$ cat src/rtl/div_seq_pkg.sv
// Shared constants and FSM state type for the divider request/response sequencer.
package div_seq_pkg;

    localparam int unsigned DVD_W       = 32;
    localparam int unsigned DVS_W       = 16;
    // Divider iterations after its init edge; one iteration per quotient bit.
    localparam int unsigned DIV_LATENCY = DVD_W;
    localparam int unsigned CNT_W       = $clog2(DIV_LATENCY + 1);

    typedef enum logic [1:0] {
        StIdle,
        StLoad,
        StBusy,
        StDone
    } state_e;

endpackage

$ cat src/rtl/div_sequencer_if.sv
// Request/response bundle between the ALU issue logic (master) and the sequencer (slave).
interface div_sequencer_if;
    import div_seq_pkg::*;

    logic             req_valid;
    logic             req_ready;
    logic [DVD_W-1:0] req_dividend;
    logic [DVS_W-1:0] req_divisor;
    logic             rsp_valid;
    logic             rsp_ready;
    logic [DVD_W-1:0] rsp_quotient;
    logic [DVS_W-1:0] rsp_remainder;
    logic             rsp_div_zero;
    logic             rsp_ovf;

    modport master (
        output req_valid, req_dividend, req_divisor, rsp_ready,
        input  req_ready, rsp_valid, rsp_quotient, rsp_remainder, rsp_div_zero, rsp_ovf
    );

    modport slave (
        input  req_valid, req_dividend, req_divisor, rsp_ready,
        output req_ready, rsp_valid, rsp_quotient, rsp_remainder, rsp_div_zero, rsp_ovf
    );

endinterface

$ cat src/rtl/div_sign_fix.sv
// Signed-division helpers: operand magnitudes and sign/overflow flags on entry,
// quotient/remainder sign restoration on capture. Purely combinational.
// Only instantiated when SIGNED_DIV_EN is defined.
module div_sign_fix
    import div_seq_pkg::*;
(
    input  logic [DVD_W-1:0] dividend_i,
    input  logic [DVS_W-1:0] divisor_i,
    output logic [DVD_W-1:0] dvd_mag_o,
    output logic [DVS_W-1:0] dvs_mag_o,
    output logic             neg_quo_o,
    output logic             neg_rem_o,
    output logic             ovf_o,
    input  logic [DVD_W-1:0] quotient_i,
    input  logic [DVS_W-1:0] remainder_i,
    input  logic             neg_quo_i,
    input  logic             neg_rem_i,
    input  logic             ovf_i,
    output logic [DVD_W-1:0] quotient_o,
    output logic [DVS_W-1:0] remainder_o
);

    localparam logic [DVD_W-1:0] DvdMin = {1'b1, {(DVD_W-1){1'b0}}};

    logic dvd_neg;
    logic dvs_neg;

    // Entry: magnitudes for the unsigned divider, truncating-division sign rules.
    always_comb begin
        dvd_neg   = dividend_i[DVD_W-1];
        dvs_neg   = divisor_i[DVS_W-1];
        dvd_mag_o = dvd_neg ? -dividend_i : dividend_i;
        dvs_mag_o = dvs_neg ? -divisor_i : divisor_i;
        neg_quo_o = dvd_neg ^ dvs_neg;
        neg_rem_o = dvd_neg;
        ovf_o     = (dividend_i == DvdMin) && (divisor_i == '1);
    end

    // Capture: reapply signs; the MIN / -1 case is pinned to MIN rem 0.
    always_comb begin
        quotient_o  = neg_quo_i ? -quotient_i : quotient_i;
        remainder_o = neg_rem_i ? -remainder_i : remainder_i;
        if (ovf_i) begin
            quotient_o  = DvdMin;
            remainder_o = '0;
        end
    end

endmodule

$ cat src/rtl/div_sequencer.sv
// Front-end sequencer for the 32/16 iterative divider: handshakes a request, pulses the
// divider init, holds operands while it iterates, then presents the result until accepted.
// Divide-by-zero is answered directly without starting the divider.
// Optional feature: define SIGNED_DIV_EN for two's-complement operands (abs/negate/overflow).
module div_sequencer
    import div_seq_pkg::*;
(
    input  logic             clock,
    input  logic             reset,
    div_sequencer_if.slave   bus,
    output logic             div_init,
    output logic [DVD_W-1:0] div_dividend,
    output logic [DVS_W-1:0] div_divisor,
    input  logic [DVD_W-1:0] div_quotient,
    input  logic [DVS_W-1:0] div_remainder
);

    localparam logic [CNT_W-1:0] LatCnt = CNT_W'(DIV_LATENCY);

    state_e           state_q, state_d;
    logic [CNT_W-1:0] count_q, count_d;
    logic [DVD_W-1:0] dvd_q, dvd_d;
    logic [DVS_W-1:0] dvs_q, dvs_d;
    logic [DVD_W-1:0] quo_q, quo_d;
    logic [DVS_W-1:0] rem_q, rem_d;
    logic             dz_q, dz_d;
    logic             ovf_q, ovf_d;

    logic             accept;
    logic [DVD_W-1:0] entry_dvd;
    logic [DVS_W-1:0] entry_dvs;
    logic [DVD_W-1:0] fix_quo;
    logic [DVS_W-1:0] fix_rem;
    logic             fix_ovf;

    assign accept = (state_q == StIdle) && bus.req_valid;

`ifdef SIGNED_DIV_EN
    logic neg_quo_q, neg_quo_d;
    logic neg_rem_q, neg_rem_d;
    logic ovf_pend_q, ovf_pend_d;
    logic entry_neg_quo;
    logic entry_neg_rem;
    logic entry_ovf;

    div_sign_fix u_sign_fix (
        .dividend_i  (bus.req_dividend),
        .divisor_i   (bus.req_divisor),
        .dvd_mag_o   (entry_dvd),
        .dvs_mag_o   (entry_dvs),
        .neg_quo_o   (entry_neg_quo),
        .neg_rem_o   (entry_neg_rem),
        .ovf_o       (entry_ovf),
        .quotient_i  (div_quotient),
        .remainder_i (div_remainder),
        .neg_quo_i   (neg_quo_q),
        .neg_rem_i   (neg_rem_q),
        .ovf_i       (ovf_pend_q),
        .quotient_o  (fix_quo),
        .remainder_o (fix_rem)
    );

    assign fix_ovf = ovf_pend_q;

    // Sign flags are latched with the operands and consumed at capture.
    always_comb begin
        neg_quo_d  = neg_quo_q;
        neg_rem_d  = neg_rem_q;
        ovf_pend_d = ovf_pend_q;
        if (accept) begin
            neg_quo_d  = entry_neg_quo;
            neg_rem_d  = entry_neg_rem;
            ovf_pend_d = entry_ovf;
        end
    end

    // Sign flag registers.
    always_ff @(posedge clock) begin
        if (reset) begin
            neg_quo_q  <= 1'b0;
            neg_rem_q  <= 1'b0;
            ovf_pend_q <= 1'b0;
        end else begin
            neg_quo_q  <= neg_quo_d;
            neg_rem_q  <= neg_rem_d;
            ovf_pend_q <= ovf_pend_d;
        end
    end
`else
    assign entry_dvd = bus.req_dividend;
    assign entry_dvs = bus.req_divisor;
    assign fix_quo   = div_quotient;
    assign fix_rem   = div_remainder;
    assign fix_ovf   = 1'b0;
`endif

    // Next-state, datapath updates and handshake outputs.
    always_comb begin
        state_d       = state_q;
        count_d       = count_q;
        dvd_d         = dvd_q;
        dvs_d         = dvs_q;
        quo_d         = quo_q;
        rem_d         = rem_q;
        dz_d          = dz_q;
        ovf_d         = ovf_q;
        div_init      = 1'b0;
        bus.req_ready = 1'b0;

        unique case (state_q)
            StIdle: begin
                bus.req_ready = 1'b1;
                if (bus.req_valid) begin
                    dvd_d = entry_dvd;
                    dvs_d = entry_dvs;
                    if (bus.req_divisor == '0) begin
                        // Answered here; the divider is never started.
                        quo_d   = '1;
                        rem_d   = bus.req_dividend[DVS_W-1:0];
                        dz_d    = 1'b1;
                        ovf_d   = 1'b0;
                        state_d = StDone;
                    end else begin
                        state_d = StLoad;
                    end
                end
            end
            StLoad: begin
                div_init = 1'b1;
                count_d  = '0;
                state_d  = StBusy;
            end
            StBusy: begin
                count_d = count_q + 1'b1;
                if (count_q == LatCnt) begin
                    quo_d   = fix_quo;
                    rem_d   = fix_rem;
                    dz_d    = 1'b0;
                    ovf_d   = fix_ovf;
                    state_d = StDone;
                end
            end
            StDone: begin
                if (bus.rsp_ready) begin
                    state_d = StIdle;
                end
            end
            default: begin
                state_d = StIdle;
            end
        endcase
    end

    // State, counter, operand and response registers.
    always_ff @(posedge clock) begin
        if (reset) begin
            state_q <= StIdle;
            count_q <= '0;
            dvd_q   <= '0;
            dvs_q   <= '0;
            quo_q   <= '0;
            rem_q   <= '0;
            dz_q    <= 1'b0;
            ovf_q   <= 1'b0;
        end else begin
            state_q <= state_d;
            count_q <= count_d;
            dvd_q   <= dvd_d;
            dvs_q   <= dvs_d;
            quo_q   <= quo_d;
            rem_q   <= rem_d;
            dz_q    <= dz_d;
            ovf_q   <= ovf_d;
        end
    end

    assign bus.rsp_valid     = (state_q == StDone);
    assign bus.rsp_quotient  = quo_q;
    assign bus.rsp_remainder = rem_q;
    assign bus.rsp_div_zero  = dz_q;
    assign bus.rsp_ovf       = ovf_q;
    assign div_dividend      = dvd_q;
    assign div_divisor       = dvs_q;

endmodule

$ cat src/flat_wrapper.sv
// flat-port wrapper written by rule: the top's interface ports become plain ports
module div_sequencer_flat import div_seq_pkg::*;
  (clock, reset, div_init, div_dividend, div_divisor, div_quotient, div_remainder, bus_req_valid, bus_req_dividend, bus_req_divisor, bus_rsp_ready, bus_req_ready, bus_rsp_valid, bus_rsp_quotient, bus_rsp_remainder, bus_rsp_div_zero, bus_rsp_ovf);
  div_sequencer_if bus_i ();
  input  logic clock;
  input  logic reset;
  output logic div_init;
  output logic [DVD_W-1:0] div_dividend;
  output logic [DVS_W-1:0] div_divisor;
  input  logic [DVD_W-1:0] div_quotient;
  input  logic [DVS_W-1:0] div_remainder;
  input wire logic [$bits(bus_i.req_valid)-1:0] bus_req_valid;
  input wire logic [$bits(bus_i.req_dividend)-1:0] bus_req_dividend;
  input wire logic [$bits(bus_i.req_divisor)-1:0] bus_req_divisor;
  input wire logic [$bits(bus_i.rsp_ready)-1:0] bus_rsp_ready;
  output wire logic [$bits(bus_i.req_ready)-1:0] bus_req_ready;
  output wire logic [$bits(bus_i.rsp_valid)-1:0] bus_rsp_valid;
  output wire logic [$bits(bus_i.rsp_quotient)-1:0] bus_rsp_quotient;
  output wire logic [$bits(bus_i.rsp_remainder)-1:0] bus_rsp_remainder;
  output wire logic [$bits(bus_i.rsp_div_zero)-1:0] bus_rsp_div_zero;
  output wire logic [$bits(bus_i.rsp_ovf)-1:0] bus_rsp_ovf;
  assign bus_i.req_valid = bus_req_valid;
  assign bus_i.req_dividend = bus_req_dividend;
  assign bus_i.req_divisor = bus_req_divisor;
  assign bus_i.rsp_ready = bus_rsp_ready;
  assign bus_req_ready = bus_i.req_ready;
  assign bus_rsp_valid = bus_i.rsp_valid;
  assign bus_rsp_quotient = bus_i.rsp_quotient;
  assign bus_rsp_remainder = bus_i.rsp_remainder;
  assign bus_rsp_div_zero = bus_i.rsp_div_zero;
  assign bus_rsp_ovf = bus_i.rsp_ovf;
  div_sequencer u_core (.clock(clock), .reset(reset), .bus(bus_i), .div_init(div_init), .div_dividend(div_dividend), .div_divisor(div_divisor), .div_quotient(div_quotient), .div_remainder(div_remainder));
endmodule
$ cat config.mk
export PLATFORM = sky130hd
export DESIGN_NAME = div_sequencer_flat
export DESIGN_NICKNAME = d
export VERILOG_FILES = /design/src/rtl/div_seq_pkg.sv /design/src/rtl/div_sequencer_if.sv /design/src/rtl/div_sign_fix.sv /design/src/rtl/div_sequencer.sv /design/src/flat_wrapper.sv
export SDC_FILE = /design/constraint.sdc
export NUM_CORES = 1
export LEC_CHECK = 0
export CAP_MARGIN = 20
export CORE_MARGIN = 4
export CORE_UTILIZATION = 43
export DETAILED_ROUTE_END_ITERATION = 6
export PLACE_DENSITY_LB_ADDON = 0.08
export SLEW_MARGIN = 20
export SYNTH_ARGS = -nofsm -noshare
export SYNTH_HDL_FRONTEND = slang
export SYNTH_SLANG_ARGS = --single-unit
export TNS_END_PERCENT = 20
$ cat constraint.sdc
create_clock -name clock -period 5.9 [get_ports clock]
set_input_delay 0.59 -clock clock [delete_from_list [all_inputs] [get_ports clock]]
set_output_delay 0.59 -clock clock [all_outputs]
set_load 0.1 [all_outputs]
== Yosys cells after proc, flatten, opt, wreduce, memory -nomap -nowiden ==
Cells that the tools add are included.

* Output and inout bits: 101
* Register bits: 106

* Multiplexer cells: 23
* Reduce and logical (&&, ||, !) cells: 7
* Equal/unequal tests: 8
* $add $sub $neg: 1

{| class="wikitable"
|+ Operators by type and width
! operator !! number
|-
| 2-to-1 mux 32 bit || 3
|-
| case mux 32 bit (2 select lines) || 1
|-
| 2-to-1 mux 16 bit || 3
|-
| case mux 16 bit (2 select lines) || 1
|-
| logical NOT 16 bit || 1
|-
| case mux 6 bit (2 select lines) || 1
|-
| 2-to-1 mux 2 bit || 4
|-
| case mux 2 bit (4 select lines) || 1
|-
| 2-to-1 mux 1 bit || 7
|-
| adder 6 x 1 -> 6 bit, second input constant || 1
|-
| == test 6 bit, second input constant || 1
|-
| != test 2 bit, second input constant || 3
|-
| == test 2 bit, second input constant || 2
|-
| case mux 1 bit (2 select lines) || 2
|-
| AND reduction 4 bit || 1
|-
| nonzero test 2 bit || 2
|-
| AND reduction 3 bit || 1
|-
| == test 2 x 1 -> 1 bit, second input constant || 1
|-
| logical NOT 2 bit || 1
|-
| != test 2 x 1 -> 1 bit, second input constant || 1
|-
| AND reduction 2 bit || 1
|}

== Depth between registers and ports, before layout ==
Gate-level depths: netlist of the first run.

* Depth in word-level cells: 4
* Gate-level depth with buffers: 9
* Gate-level depth less buffers: 6

== Worst setup path after synthesis of the first run ==
No wires, ideal clock.

* Path kind: reg2reg
* Start point: register u_core.state_q[0]
* End point: register u_core.rem_q[10], in the netlist u_core.bus.rsp_remainder[10]
* Library setup time: 0.086 ns
* Data arrival time: 2.577 ns
* Path buffers: 3
* Stages on the path, launching flop included: 10
* Required time: 5.814 ns
* Setup slack: 3.237 ns
* Cell sequence: dfxtp_1 -> inv_1 -> ha_1 -> nand2b_1 -> o21a_1 -> and3_1 -> buf_2 -> buf_4 -> buf_6 -> a211oi_1

* Word-level cells in the longest chain between the ends: 3
* Elaborated cells between the ends (all ways): 8

{| class="wikitable"
|+ RTL lines
! item !! line !! RTL
|-
| start: declaration || div_sequencer.sv:20 || <nowiki>state_e state_q, state_d;</nowiki>
|-
| start signal: assignment || div_sequencer.sv:157 || <nowiki>state_q <= StIdle;</nowiki>
|-
| start signal: assignment || div_sequencer.sv:166 || <nowiki>state_q <= state_d;</nowiki>
|-
| == test 2 bit / logical NOT 2 bit (equally long branches) || div_sequencer.sv:110 || <nowiki>unique case (state_q)</nowiki>
|-
| != test 2 x 1 -> 1 bit (no source line), or another cell as far along || n/a ||
|-
| AND reduction 4 bit (no source line) || n/a ||
|-
| end signal: assignment || div_sequencer.sv:171 || <nowiki>rem_q <= rem_d;</nowiki>
|-
| end: declaration || div_sequencer.sv:25 || <nowiki>logic [DVS_W-1:0] rem_q, rem_d;</nowiki>
|}

Parallel ways exist; a longest one is shown, timed or not.
A chain may end at the register's enable or synchronous reset.

== Worst setup path after layout of the first run ==
* Start point: input bus_req_divisor[15]
* End point: register u_core.quo_q[6], in the netlist u_core.bus.rsp_quotient[6]

* Word-level cells in the longest chain between the ends: 3

{| class="wikitable"
|+ RTL lines
! item !! line !! RTL
|-
| start: declaration || flat_wrapper.sv:14 || <nowiki>input wire logic [$bits(bus_i.req_divisor)-1:0] bus_req_divisor;</nowiki>
|-
| logical NOT 16 bit || div_sequencer.sv:116 || <nowiki>if (bus.req_divisor == '0) begin</nowiki>
|-
| != test 2 bit (no source line) || n/a ||
|-
| AND reduction 4 bit (no source line) || n/a ||
|-
| end signal: assignment || div_sequencer.sv:170 || <nowiki>quo_q <= quo_d;</nowiki>
|-
| end: declaration || div_sequencer.sv:24 || <nowiki>logic [DVD_W-1:0] quo_q, quo_d;</nowiki>
|}

No other way between the ends.

==> results of run 1 <==
final timing paths:
kind	start	end	slack (ns)
max	bus_req_divisor[15]	u_core.bus.rsp_quotient[6]$_SDFFE_PP0P_	2.06
min	u_core.div_divisor[1]$_SDFFE_PP0P_	u_core.div_divisor[1]$_SDFFE_PP0P_	0.46
max reg2reg	u_core.state_q[1]$_SDFFE_PP0P_	u_core.bus.rsp_quotient[6]$_SDFFE_PP0P_	3.02
min reg2reg	u_core.div_divisor[1]$_SDFFE_PP0P_	u_core.div_divisor[1]$_SDFFE_PP0P_	0.46
routing by layer:
| metal | global-route usage, % | wire length, um | up-vias |
|---|---|---|---|
| li1 | - | - | 1864 |
| met1 | 26.1 | 4940 | 1742 |
| met2 | 33.4 | 5360 | 164 |
| met3 | 7.66 | 1200 | 19 |
| met4 | 8.34 | 281 | 0 |
| met5 | 0 | 0 | - |
sequential cells by signal, indices dropped and copies added, names as in the netlist:
| signal | flops |
|---|---|
| u_core.bus.rsp_div_zero | 1 |
| u_core.bus.rsp_remainder | 16 |
| u_core.count_q | 6 |
| u_core.div_divisor | 16 |
| u_core.div_dividend | 32 |
| u_core.state_q | 2 |
| u_core.bus.rsp_quotient | 32 |
area by class of cell:
cell class,count,area [um2]
repair buffers,202,2010
inverters,6,22.5
flip-flops and latches,105,2100
well taps,111,139
clock buffers,11,141
clock inverters,5,38.8
fillers,749,3010
multi-input cells,275,1730
metrics by stage:
stage	setup slack, ns	std cells	hold slack (ns)	utilization, %	area [um2]
finish	2.06	715	0.456	67.3	6180
global route	1.83	715	0.484	67.3	6180
CTS	2.08	715	0.459	67.3	6180
detailed placement	1.69	699	0.446	65.3	6000
global placement	1.73	699	0.440	65.3	6000
floorplan	3.24	424	0.488	-	4030
cell families (layout without fill, tap and decap cells):
group / Yosys count / in the layout / synth area share [%]
AO/OA/AOI/OAI: 123 / 123 / 22.9
XOR/XNOR: 4 / 4 / 0.870
adder cells (fa/ha/maj): 6 / 6 / 1.86
buffers and inverters: 44 / 224 / 4.91
flip-flops: 105 / 105 / 52.2
multiplexers: 16 / 16 / 3.98
other: 1 / 1 / 0.0931
AND/OR/NAND/NOR: 125 / 125 / 13.2
synth_stat cells, drive strengths merged:
cell type / instances
dfxtp: 105
nand2: 99
a21oi: 50
o221a: 32
clkbuf: 23
a31oi: 17
a211oi: 16
mux2i: 16
buf: 15
ha: 6
inv: 6
nor2: 5
nand2b: 4
or4: 4
and3: 3
nand3: 3
nand4: 3
xor2: 3
nor2b: 2
a21o: 1
a221oi: 1
a311oi: 1
a31o: 1
and2: 1
conb: 1
nor4: 1
o211a: 1
o21a: 1
o22ai: 1
o41ai: 1
xnor2: 1
worst reg2reg max path, cell delays in order, from the launching register on:
cell,delay (ns)
dfxtp_1,0.41
inv_1,0.08
ha_1,0.32
nand2b_1,0.21
o21a_1,0.55
and3_2,0.88
o221a_2,0.35
==> impl_metrics.toml, run 1 <==
[place]
portBuffers = 199
globalplace.congestion = 0.788
hpwl_um = 8540

[global_routing]
grt_use_total_pct = 21.1
grt_max_degree = 71
grt_overflow = 0
grt_pass1_wl_um = 19000
antenna_found_initial = 0
grt_pass1_vias = 3725

[clock_tree]
post_cts_buffers = 0
cts_resized = 0
cts_max_level = 3
root_buffer = "clkbuf_8"
insertion_delay_ns = 0.36
clock-sinks = 105
cts_max_path_buffers = 2
postCtsHoldBufs = 0
cts_tree = "yes"
cts_buffers = 9
clk_pin_slew_ns = 0.09

[floorplan]
die_area_um2 = 11000
ioPinCount = 201
core_area_um2 = 9200
die_w_um = 105
die_y_um = 105
initial_core_util_pct = 43.8
floorplan.rows = 35

[layout]
final_common_cell = "clkdlybuf4s50_1"
antenna_cells = 0
drive_gt1_share_pct = 8.77
fin_nets = 705
syn2layout_area_growth_pct = 53.5
final_cell_mix = "clkdlybuf4s50_1, dfxtp_1, nand2_1"

[yosys]
syn_inst = 424
synth_top_area_share_pct = 52.2
ys_ff_latch = 105
syn_avg_cell_area_um2 = 9.50
syn_area_um2 = 4030
seq_area_frac_synth_pct = 52.2
synth_area_leaders = "dfxtp_1, nand2_1, o221a_2, a21oi_1, mux2i_1"
synth_top_area_cell = "dfxtp_1"
synth_cell_type_count = 37
yosys_warnings = 0
synth_nets = 530

[routing]
drc = 0
viasPerCell = 5.30
wl_per_cell_um = 16.5
dr.pass1.iters = 4
wl_um = 11800
via_count = 3789
ant_nets = 0
drtIter0Drc = 168

[sta]
finClkSkew_ns = 0.0116
setup_tns_ns = 0
relSlewSlack_pct = 31.1
finalSetupViolations = 0
final_hold_viol_count = 0
period_share_pct = 65.2
min_period_ns = 3.84
fmax_ghz = 0.260
worst_pin_slew_ns = 1.03
rsz0062_at_grt = "no"
slew_viol_final = 0

[worst_setup_path]
r2r.worst_path.cells = 6
path_depth = 5
endpoint_kind = "flop"
critPathTopFamily = "compound AO/OA/AOI/OAI gates"
crit_path_start_kind = "primary input"
critical_path.max_stage_delay_ns = 0.97
worst_ep_required_time_ns = 6.14
crit_buf_inv = 1
crit_arrival_ns = 4.09
path_cells = "clkdlybuf4s50_1 -> or4_4 -> o41ai_4 -> nand4_2 -> o221a_2"
crit_fanout = 33
slowest_stage = "o41ai_4"
worst-setup-path-type = "in -> reg"

[run]
cap_violations = 0

[worst_hold_path]
worst_hold_path.num_cells = 2
hp-class = "reg -> reg"

[outcome]
status = "finished clean"
Power of run 1 is not shown: default switching activity piles up to over one toggle a cycle in this logic, so the estimate is an artifact.
==> run 2: changes to the inputs <==
CORE_UTILIZATION = 40   (was 43)
clock period = 3.7 ns   (was 5.9 ns; I/O delays follow)
==> run 2 against run 1 <==
First-iteration DRC count decreased by 5.4%. Critical path depth decreased by 2. Register-to-register slack got worse by 2.0 ns. Cell count increased by 3.4%. Non-clock buffer count increased by 2. Wire length increased by 3.7%. Die area increased by 6.9%. Largest cell class unchanged. Setup slack got worse by 1.2 ns. Cell area increased by 0.97%. Global-route usage decreased by 0.65 points. Via count decreased by 0.18%. Count of clock-buffer cells in the layout decreased by 2.
==> impl_metrics.toml, run 2 (same netlist as run 1, synthesis figures left out) <==
[worst_setup_path]
critPathLaunch = "u_core.state_q[0]$_SDFFE_PP0P_"
crit_buf_inv = 2
path_cells = "inv_1 -> ha_1 -> clkdlybuf4s50_1"
crit_fanout = 8
worst-setup-path-type = "reg -> out"
crit_path_start_kind = "flop"
worstSetupEndpoint = "bus_req_ready"
critPathTopFamily = "buffers and inverters"
slowest_stage = "clkdlybuf4s50_1"
reg2reg_from = "u_core.state_q[0]$_SDFFE_PP0P_"
r2r.worst_path.cells = 7
rrSetupSlack_ns = 0.99
reg2reg_to = "u_core.bus.rsp_quotient[19]$_SDFFE_PP0P_"
critical_path.max_stage_delay_ns = 1.23
worst_ep_required_time_ns = 3.33
crit_arrival_ns = 2.47
path_depth = 3
endpoint_kind = "output pin"

[sta]
rsz0062_at_grt = "no"
setup_tns_ns = 0
relSlewSlack_pct = 30.7
finClkSkew_ns = 0.0112
slew_viol_final = 0
fmax_ghz = 0.352
final_hold_viol_count = 0
min_period_ns = 2.84
finalSetupViolations = 0
period_share_pct = 76.7
worst_pin_slew_ns = 1.04

[global_routing]
grt_max_degree = 70
grt_use_total_pct = 20.4
grt_pass1_vias = 3760
grt_pass1_wl_um = 19000
antenna_found_initial = 0
grt_overflow = 0

[place]
portBuffers = 199
globalplace.congestion = 0.795
hpwl_um = 8590

[routing]
wl_per_cell_um = 16.5
wl_um = 12200
viasPerCell = 5.12
dr.pass1.iters = 4
via_count = 3782
drtIter0Drc = 159
ant_nets = 0
drc = 0

[floorplan]
ioPinCount = 201
initial_core_util_pct = 41.2
die_w_um = 108
floorplan.rows = 36
die_y_um = 108
core_area_um2 = 9770
die_area_um2 = 11700

[clock_tree]
cts_buffers = 9
postCtsHoldBufs = 0
cts_max_path_buffers = 2
clk_pin_slew_ns = 0.10
cts_resized = 0
insertion_delay_ns = 0.37
cts_tree = "yes"
post_cts_buffers = 0
clock-sinks = 105
cts_max_level = 3
root_buffer = "clkbuf_8"

[layout]
fin_nets = 707
final_cell_mix = "clkdlybuf4s50_1, dfxtp_1, nand2_1"
final_common_cell = "clkdlybuf4s50_1"
syn2layout_area_growth_pct = 55.0
drive_gt1_share_pct = 9.41
antenna_cells = 0

[worst_hold_path]
worst_hold_path.num_cells = 2
hp-class = "reg -> reg"

[run]
cap_violations = 0

[outcome]
status = "finished clean"
-- run 2: worst register-to-register path: cells and delay by family (launching register included) --
family                     cells  cell delay, ns
AOI/OAI and AO/OA              2            0.88
buffers and inverters          2            0.53
and+or+nand+nor                2            0.52
DFF                            1            0.37
adders and majority gates      1            0.35
-- run 2: cell type report --
type / count / area, um2
Fill cell: 830 / 3530
Sequential cell: 105 / 2100
Timing Repair Buffer: 204 / 2020
Multi-Input combinational cell: 275 / 1730
Tap cell: 133 / 166
Clock buffer: 9 / 124
Clock inverter: 7 / 71.3
Inverter: 6 / 22.5
-- run 2: stage by stage --
stage               instances  cell area [um2]  hold slack (ns)  setup WS [ns]  utilization (%)
floorplan                 424             4030            0.488           1.04                -
global placement          723             6050            0.441          0.770             61.9
detailed placement        723             6050            0.446          0.700             61.9
CTS                       739             6240            0.459          0.853             63.9
global route              739             6240            0.478          0.753             63.9
finish                    739             6240            0.458          0.862             63.9
-- run 2: worst min path at each step --
stage                                               from                                    to
floorplan                 u_core.count_q[1]$_SDFFE_PP0P_        u_core.count_q[1]$_SDFFE_PP0P_
global placement    u_core.div_dividend[10]$_SDFFE_PP0P_  u_core.div_dividend[10]$_SDFFE_PP0P_
detailed placement  u_core.div_dividend[14]$_SDFFE_PP0P_  u_core.div_dividend[14]$_SDFFE_PP0P_
CTS                 u_core.div_dividend[14]$_SDFFE_PP0P_  u_core.div_dividend[14]$_SDFFE_PP0P_
global route          u_core.div_divisor[1]$_SDFFE_PP0P_    u_core.div_divisor[1]$_SDFFE_PP0P_
finish                u_core.div_divisor[7]$_SDFFE_PP0P_    u_core.div_divisor[7]$_SDFFE_PP0P_
-- run 2: layer usage --
layer	vias up	track usage (%)	share of wire, %
li1	1865	-	-
met1	1744	24.8	43
met2	155	32.7	44
met3	18	8.84	11
met4	0	6.67	1.6
met5	-	0	0
Power of run 2 is left out for the same reason.
==> run 3: changes to the inputs <==
clock period = 2.8 ns   (was 3.7 ns; I/O delays follow)
==> run 3 against run 2 <==
Utilization shrank 1.7 points. Sequential cell count is the same. Via count grew 1.9%. Sequential share of layout area grew 0.94 points. Hold slack lost 0.025 ns. Non-clock buffer count grew 5. Critical path depth grew 3. Count of clock-buffer cells in the layout grew 1. Cell count grew 0.68%. Highest routed layer unchanged. Global-route usage shrank 0.56 points. Die area is the same. Wire length shrank 1.0%.
==> impl_metrics.toml, run 3 (same netlist as run 1, synthesis figures left out) <==
[worst_setup_path]
endpoint_kind = "flop"
worst_ep_required_time_ns = 3.04
crit_fanout = 33
critical_path.max_stage_delay_ns = 0.59
reg2reg_to = "u_core.bus.rsp_quotient[13]$_SDFFE_PP0P_"
worst-setup-path-type = "in -> reg"
slowest_stage = "or4_1"
crit_path_start_kind = "primary input"
crit_arrival_ns = 2.47
reg2reg_from = "u_core.state_q[0]$_SDFFE_PP0P_"
rrSetupSlack_ns = 0.77
critPathLaunch = "bus_req_divisor[11]"
r2r.worst_path.cells = 7
worstSetupEndpoint = "u_core.bus.rsp_quotient[13]$_SDFFE_PP0P_"
path_cells = "clkdlybuf4s50_1 -> or4_1 -> o41ai_4 -> nand4_2 -> buf_4 -> o221a_2"

[sta]
slew_viol_final = 0
final_hold_viol_count = 0
fmax_ghz = 0.449
relSlewSlack_pct = 35.4
rsz0062_at_grt = "no"
finClkSkew_ns = 0.0140
period_share_pct = 79.5
finalSetupViolations = 0
setup_tns_ns = 0
min_period_ns = 2.23
worst_pin_slew_ns = 0.968

[clock_tree]
root_buffer = "clkbuf_8"
cts_buffers = 9
postCtsHoldBufs = 0
cts_resized = 0
clock-sinks = 105
cts_max_level = 3
clk_pin_slew_ns = 0.10
cts_tree = "yes"
cts_max_path_buffers = 2
insertion_delay_ns = 0.36
post_cts_buffers = 0

[global_routing]
grt_use_total_pct = 19.9
antenna_found_initial = 0
grt_max_degree = 42
grt_pass1_vias = 3783
met1_usage_pct = 24.1
grt_use_met3_pct = 7.10
met2_usage_pct = 33.1
grt_overflow = 0
grt_pass1_wl_um = 18700
grt_busiest_layer = "met2"

[floorplan]
ioPinCount = 201
die_w_um = 108
die_area_um2 = 11700
die_y_um = 108
initial_core_util_pct = 41.2
core_area_um2 = 9770
floorplan.rows = 36

[layout]
drive_gt1_share_pct = 26.5
fin_nets = 712
fill_cells = 857
syn2layout_area_growth_pct = 50.8
antenna_cells = 0
final_cell_mix = "buf_4, dfxtp_1, nand2_1, clkdlybuf4s50_1, a21oi_1"
final_common_cell = "buf_4"

[routing]
drc = 0
viasPerCell = 5.18
wl_um = 12100
drtIter0Drc = 227
ant_nets = 0
via_count = 3853
wl_per_cell_um = 16.2
dr.pass1.iters = 4

[worst_hold_path]
hp-class = "in -> reg"

[place]
globalplace.congestion = 0.868
portBuffers = 199
hpwl_um = 8830

[outcome]
status = "finished clean"

[run]
cap_violations = 0
==> run 3: through the flow <==
stage | setup slack (ns) | hold WS, ns | util (%) | cells | cell area (um2)
final | 0.573 | 0.433 | 62.1 | 744 | 6070
after global routing | 0.508 | 0.446 | 62.1 | 744 | 6070
after global placement | 0.238 | 0.443 | 60.0 | 728 | 5860
after floorplan | 0.137 | 0.416 | - | 424 | 4030
after detailed placement | 0.199 | 0.447 | 60.0 | 728 | 5860
after CTS | 0.574 | 0.430 | 62.1 | 744 | 6070
==> run 3: cell type report <==
type | instances | area, um2 | area share (%)
Sequential cell | 105 | 2100 | 34.6
Timing Repair Buffer | 209 | 1840 | 30.2
Multi-Input combinational cell | 275 | 1730 | 28.5
Tap cell | 133 | 166 | 2.74
Clock buffer | 10 | 138 | 2.27
Clock inverter | 6 | 75.1 | 1.24
Inverter | 6 | 22.5 | 0.371
==> run 3: worst max-delay path, delay by kind of cell <==
kind,cells,cell delay (ns)
AO/OA/AOI/OAI,2,0.75
buffers and inverters,2,0.71
AND/OR/NAND/NOR,2,0.74
==> run 3: metal layers <==
layer | vias up | part of all wire (%)
li1 | 1885 | -
met1 | 1801 | 42
met2 | 152 | 46
met3 | 15 | 11
met4 | 0 | 1.9
met5 | - | 0
==> run 3: worst min path at each step <==
stage	startpoint	to	slack, ns	depth (start not counted)
finish	reset	u_core.div_dividend[27]$_SDFFE_PP0P_	0.43	2
CTS	reset	u_core.div_dividend[27]$_SDFFE_PP0P_	0.43	2
global route	bus_req_dividend[20]	u_core.div_dividend[20]$_SDFFE_PP0P_	0.45	3
floorplan	bus_req_dividend[0]	u_core.div_dividend[0]$_SDFFE_PP0P_	0.42	2
detailed placement	u_core.div_divisor[15]$_SDFFE_PP0P_	u_core.div_divisor[15]$_SDFFE_PP0P_	0.45	2
global placement	u_core.div_dividend[12]$_SDFFE_PP0P_	u_core.div_dividend[12]$_SDFFE_PP0P_	0.44	2
Power of run 3 is left out for the same reason.
